`config.mk`:
```
export PLATFORM = sky130hd
export DESIGN_NAME = ccff_chain_loader_flat
export DESIGN_NICKNAME = d
export VERILOG_FILES = /design/src/rtl/ccff_chain_loader_if.sv /design/src/rtl/ccff_chain_loader.sv /design/src/flat_wrapper.sv
export SDC_FILE = /design/constraint.sdc
export NUM_CORES = 1
export LEC_CHECK = 0
export BUFFER_PORTS_ARGS = -buffer_cell sky130_fd_sc_hd__buf_2
export CAP_MARGIN = 20
export CORE_UTILIZATION = 35
export CTS_BUF_LIST = sky130_fd_sc_hd__clkbuf_8
export DETAILED_ROUTE_END_ITERATION = 12
export GPL_ROUTABILITY_DRIVEN = 0
export SKIP_LAST_GASP = 1
export SLEW_MARGIN = 0
export SYNTH_ARGS = -nofsm -noshare
export SYNTH_HDL_FRONTEND = slang
export SYNTH_SLANG_ARGS = --single-unit
```
`constraint.sdc`:
```
create_clock -name prog_clk -period 2.9 [get_ports prog_clk]
set_clock_uncertainty 0.15 [all_clocks]
set_input_delay 0.58 -clock prog_clk [delete_from_list [all_inputs] [get_ports prog_clk]]
set_output_delay 0.58 -clock prog_clk [all_outputs]
set_load 0.02 [all_outputs]
```
`src/rtl/ccff_chain_loader_if.sv`:
```
// ccff_chain_loader_if: bitstream word handshake between a bitstream source
// (master) and the configuration-chain loader (slave).
interface ccff_chain_loader_if #(
   parameter int WORD_W = 8
) ();
   logic [WORD_W-1:0] bs_data;
   logic              bs_valid;
   logic              bs_ready;

   modport master (
      output bs_data,
      output bs_valid,
      input  bs_ready
   );

   modport slave (
      input  bs_data,
      input  bs_valid,
      output bs_ready
   );
endinterface

```
`src/rtl/ccff_chain_loader.sv`:
```
// ccff_chain_loader: accepts bitstream words and shifts them LSB first into a
// CCFF configuration chain, one bit per config_enable cycle, for exactly
// CHAIN_LEN bits per load. Bits beyond CHAIN_LEN in the last word are dropped.
// Optional feature macro CCFF_READBACK_EN: adds rb_data/rb_valid, which
// reassemble the bits returning on ccff_tail into words.
module ccff_chain_loader #(
   parameter int WORD_W    = 8,
   parameter int CHAIN_LEN = 64
) (
   input  logic                prog_clk,
   input  logic                pReset,
   input  logic                start,
   ccff_chain_loader_if.slave  bs,
   output logic                ccff_head,
   input  logic                ccff_tail,
   output logic                config_enable,
   output logic                busy,
   output logic                done
`ifdef CCFF_READBACK_EN
   ,
   output logic [WORD_W-1:0]   rb_data,
   output logic                rb_valid
`endif
);

   localparam int CNT_W = $clog2(CHAIN_LEN + 1);
   localparam int POS_W = (WORD_W > 1) ? $clog2(WORD_W) : 1;
   localparam logic [CNT_W-1:0] CNT_LAST = CNT_W'(CHAIN_LEN - 1);
   localparam logic [POS_W-1:0] POS_LAST = POS_W'(WORD_W - 1);

   typedef enum logic [1:0] {
      IDLE,
      WAIT_WORD,
      SHIFT,
      DONE
   } state_t;

   state_t            state_reg, state_next;
   logic [WORD_W-1:0] shift_reg, shift_next;
   logic [CNT_W-1:0]  bit_cnt_reg, bit_cnt_next;
   logic [POS_W-1:0]  pos_reg, pos_next;
   logic              head_reg, head_next;
   logic              enable_reg, enable_next;
   logic              emit;
   logic [WORD_W-1:0] emit_word;

   assign bs.bs_ready    = (state_reg == WAIT_WORD);
   assign busy           = (state_reg == WAIT_WORD) || (state_reg == SHIFT);
   assign done           = (state_reg == DONE);
   assign ccff_head      = head_reg;
   assign config_enable  = enable_reg;

   // Next-state and datapath: every emitted bit is registered onto ccff_head
   // together with config_enable, so the first bit of an accepted word leaves
   // on the acceptance edge and no bubble appears between back-to-back words.
   always_comb begin
      state_next   = state_reg;
      shift_next   = shift_reg;
      bit_cnt_next = bit_cnt_reg;
      pos_next     = pos_reg;
      head_next    = head_reg;
      enable_next  = 1'b0;
      emit         = 1'b0;
      emit_word    = shift_reg;

      case (state_reg)
         IDLE: begin
            if (start) begin
               state_next   = WAIT_WORD;
               bit_cnt_next = '0;
               pos_next     = '0;
            end
         end
         WAIT_WORD: begin
            if (bs.bs_valid) begin
               emit      = 1'b1;
               emit_word = bs.bs_data;
            end
         end
         SHIFT: begin
            emit = 1'b1;
         end
         DONE: begin
            state_next   = IDLE;
            bit_cnt_next = '0;
            pos_next     = '0;
         end
         default: begin
            state_next = IDLE;
         end
      endcase

      if (emit) begin
         head_next    = emit_word[0];
         enable_next  = 1'b1;
         shift_next   = emit_word >> 1;
         bit_cnt_next = bit_cnt_reg + 1'b1;
         if (bit_cnt_reg == CNT_LAST) begin
            // chain full: any remaining bits of this word are dropped
            state_next = DONE;
            pos_next   = '0;
         end else if (pos_reg == POS_LAST) begin
            // word exhausted (pos is 0 at acceptance, so this also covers WORD_W == 1)
            state_next = WAIT_WORD;
            pos_next   = '0;
         end else begin
            state_next = SHIFT;
            pos_next   = pos_reg + 1'b1;
         end
      end
   end

   // State and datapath registers with asynchronous reset that aborts a load.
   always_ff @(posedge prog_clk or posedge pReset) begin
      if (pReset) begin
         state_reg   <= IDLE;
         shift_reg   <= '0;
         bit_cnt_reg <= '0;
         pos_reg     <= '0;
         head_reg    <= 1'b0;
         enable_reg  <= 1'b0;
      end else begin
         state_reg   <= state_next;
         shift_reg   <= shift_next;
         bit_cnt_reg <= bit_cnt_next;
         pos_reg     <= pos_next;
         head_reg    <= head_next;
         enable_reg  <= enable_next;
      end
   end

`ifdef CCFF_READBACK_EN
   logic [WORD_W-1:0] rb_acc_reg;
   logic [POS_W-1:0]  rb_pos_reg;
   logic [WORD_W-1:0] rb_word;

   assign rb_word = rb_acc_reg | (WORD_W'(ccff_tail) << rb_pos_reg);

   // Collect ccff_tail on each enable cycle; publish full words, and flush a
   // zero-padded partial word on the final chain bit (which lands in DONE).
   always_ff @(posedge prog_clk or posedge pReset) begin
      if (pReset) begin
         rb_acc_reg <= '0;
         rb_pos_reg <= '0;
         rb_data    <= '0;
         rb_valid   <= 1'b0;
      end else begin
         rb_valid <= 1'b0;
         if (enable_reg) begin
            if ((rb_pos_reg == POS_LAST) || (state_reg == DONE)) begin
               rb_data    <= rb_word;
               rb_valid   <= 1'b1;
               rb_acc_reg <= '0;
               rb_pos_reg <= '0;
            end else begin
               rb_acc_reg <= rb_word;
               rb_pos_reg <= rb_pos_reg + 1'b1;
            end
         end
      end
   end
`else
   logic unused_tail;
   assign unused_tail = ccff_tail;
`endif

endmodule

```
`src/flat_wrapper.sv`:
```
// flat-port wrapper written by rule: the top's interface ports become plain ports
module ccff_chain_loader_flat 
#(
   parameter int WORD_W    = 8,
   parameter int CHAIN_LEN = 64
)
  (prog_clk, pReset, start, ccff_head, ccff_tail, config_enable, busy, done, bs_bs_data, bs_bs_valid, bs_bs_ready);
  ccff_chain_loader_if #(.WORD_W(WORD_W)) bs_i ();
  input  logic prog_clk;
  input  logic pReset;
  input  logic start;
  output logic ccff_head;
  input  logic ccff_tail;
  output logic config_enable;
  output logic busy;
  output logic done;
  input wire logic [$bits(bs_i.bs_data)-1:0] bs_bs_data;
  input wire logic [$bits(bs_i.bs_valid)-1:0] bs_bs_valid;
  output wire logic [$bits(bs_i.bs_ready)-1:0] bs_bs_ready;
  assign bs_i.bs_data = bs_bs_data;
  assign bs_i.bs_valid = bs_bs_valid;
  assign bs_bs_ready = bs_i.bs_ready;
  ccff_chain_loader #(.WORD_W(WORD_W), .CHAIN_LEN(CHAIN_LEN)) u_core (.prog_clk(prog_clk), .pReset(pReset), .start(start), .bs(bs_i), .ccff_head(ccff_head), .ccff_tail(ccff_tail), .config_enable(config_enable), .busy(busy), .done(done));
endmodule
```
==> impl_metrics.yaml <==
sta:
  finalCriticalPeriod_ns: 2.276
  max-slew-margin-rel_pct: 47.25
  fin_crit_sh_pct: 78.48
  tightest_slew_ns: 0.7905
  rsz0062_at_grt: "no"
  hold_viol: 0
  max_freq_mhz: 439.4
  setup_violations: 0
  tns_ns: 0
  slew_viol_final: 0
route:
  ant_nets: 0
  dr.pass1.iters: 4
  routed_wl_mm: 2.275
  via_per_inst: 5.263
  drc_errors: 0
  drtIter0Drc: 31
  vias: 879
  routedWlPerCell_um: 13.62
clock_tree:
  cts_sinks: 21
  numCtsBuffers: 3
  cts_setup_buffers: 0
  hold_buffers: 0
  cts_root_buf: "clkbuf_8"
  cts_tree: "yes"
  clk_latency_ns: 0.26
  cts-resized-gates: 0
  htreeDepth: 1
  clockBufferDepth: 2
  clk_pin_slew_ns: 0.08
critical_path:
  worstSetupEndpointType: "primary output"
  critPathTopFamily: "adder cells"
  critPathRequiredTime_ns: 2.17
  criticalPathCategory: "reg2out"
  cp_max_fo: 9
  cp_slowest_stage_delay_ns: 0.54
  critPathBufInv: 2
  cp_data_arrival_time_ns: 1.55
  path_cells: "inv_1, ha_1, buf_2"
  cp-start-kind: "register"
  slowest_stage: "ha_1"
cells_and_area:
  final_layout_size_suffix_gt1_share_pct: 25.20
  diodes: 0
  fin_util_pct: 42.64
  finalNetCount: 144
  area_growth_pct: 13.65
  fill_cells: 300
synthesis:
  synth.distinct_cells: 39
  synth_compound_area_share_pct: 24.20
  synth_area_leader_cell: "dfrtp_1"
  synth_area_leaders: "dfrtp_1 45%, ha_1 7.5%, o21ai_0 7.2%"
  synth_seq_cells: 21
  yosys_most_used_dff: "dfrtp_1"
  synth_edf_count: 0
  synthDominantCellAreaShare_pct: 44.78
  yosysSeqAreaShare_pct: 44.78
  yosys_warnings: 0
  avgSynthCellArea_um2: 11.07
  netlist_area_um2: 1174
  synth_simple_gate_area_share_pct: 10.34
  yosys.area_share.adder_pct: 7.463
  yosys-top-cells-count: "21 x dfrtp_1, 17 x o21ai_0, 7 x ha_1, 7 x mux2i_1, 6 x nand2_1"
  synth_most_common_cell: "dfrtp_1"
  synthArstFlopShare_pct: 100.0
  synth_mux_area_share_pct: 8.102
  synth_xor_xnor_area_share_pct: 0.7463
  syn_inst: 106
  synth_fp_nets: 126
  synth_top_family_by_area: "compound AO/OA/AOI/OAI gates"
hold_path:
  worstHoldPathType: "in2async"
die:
  ioPinCount: 18
  die_w_um: 59.91
  dieArea_um2: 3589
  initial_utilization_pct: 37.52
  rows: 20
  chipHeight_um: 59.91
  core_um2: 3128
flow_run:
  cap_violations: 0
grt:
  grt.total_usage_pct: 15.36
  grt_pass1_vias: 914
  grt_antenna_before_repair: 0
  grt_max_degree: 22
  grt.overflow.total: 0
  grt_pass1_wl_mm: 4.077
outcome:
  status: "complete, no violations"
placed_design:
  dp_hpwl_mm: 1.621
  portBuffers: 16
pwr:
  power_density_nw_per_um2: 1005
  vdd_drop_max_mv: 0.5416
  leakage_nw: 0.6642
[cell families after synthesis]
family	count (synthesis)
multiplexers	9
XOR/XNOR	1
adder cells (fa/ha/maj)	7
flip-flops	21
buffers and inverters	10
AO/OA/AOI/OAI	36
AND/OR/NAND/NOR	22
[final timing paths]
kind                                     start                     to  slack [ns]  cells past startpoint
min                                     pReset  u_core.bit_cnt_reg[3]        0.31                      2
max                        u_core.state_reg[1]                   busy        0.62                      3
min reg2reg                u_core.shift_reg[6]    u_core.shift_reg[6]        0.35                      1
min in group prog_clk      u_core.shift_reg[6]    u_core.shift_reg[6]        0.35                      1
max reg2reg                u_core.state_reg[1]    u_core.state_reg[1]        0.91                      5
max in group asynchronous               pReset       u_core.ccff_head        1.80                      2
[through the flow]
stage / cell area [um^2] / hold slack (ns) / worst slack [ns] / std cells / power [mW]
floorplan: 1174 / 0.3059 / 1.074 / 106 / 1.013
global placement: 1287 / 0.3232 / 0.9455 / 163 / 1.141
detailed placement: 1287 / 0.3336 / 0.9021 / 163 / 1.161
CTS: 1334 / 0.3392 / 0.6125 / 167 / 1.355
global route: 1334 / 0.3795 / 0.5220 / 167 / 1.465
finish: 1334 / 0.3063 / 0.6241 / 167 / 1.341
[layout make-up]
class | count | area [um^2] | share of cell area (%)
timing repair buffer | 17 | 87.58 | 6.567
tap | 44 | 55.05 | 4.128
sequential | 21 | 525.5 | 39.40
multi-input combinational | 75 | 596.8 | 44.75
inverter | 6 | 22.52 | 1.689
clock buffer | 3 | 41.29 | 3.096
clock inverter | 1 | 5.005 | 0.3752
[metal layers]
| metal | share of wire (%) | vias up | track usage, % | wire length, um |
|---|---|---|---|---|
| li1 | - | 429 | - | - |
| met1 | 46 | 429 | 18.97 | 1054 |
| met2 | 48 | 17 | 25.56 | 1089 |
| met3 | 4.3 | 4 | 3.896 | 98 |
| met4 | 1.4 | 0 | 5.980 | 32 |
| met5 | 0 | - | 0 | 0 |
[where the power goes]
group          internal (mW)  leakage [nW]  switching (mW)  total (mW)
sequential             0.377         0.279          0.0524       0.429
combinational          0.255         0.360           0.464       0.719
clock                 0.0958        0.0255          0.0965       0.192
total                  0.728         0.664           0.613        1.34
[cell usage in the layout (no fill, tap or decap), types with 3 or more instances in the layout]
cell type / synthesis / final
o21ai_0: 17 / 17
nand3_1: 3 / 3
a221o_1: 3 / 3
buf_2: 2 / 16
dfrtp_1: 21 / 21
mux2i_1: 7 / 7
ha_1: 7 / 7
clkbuf_8: 0 / 3
nand2_1: 6 / 6
inv_1: 4 / 4
Power figures use the tool's default switching activity.
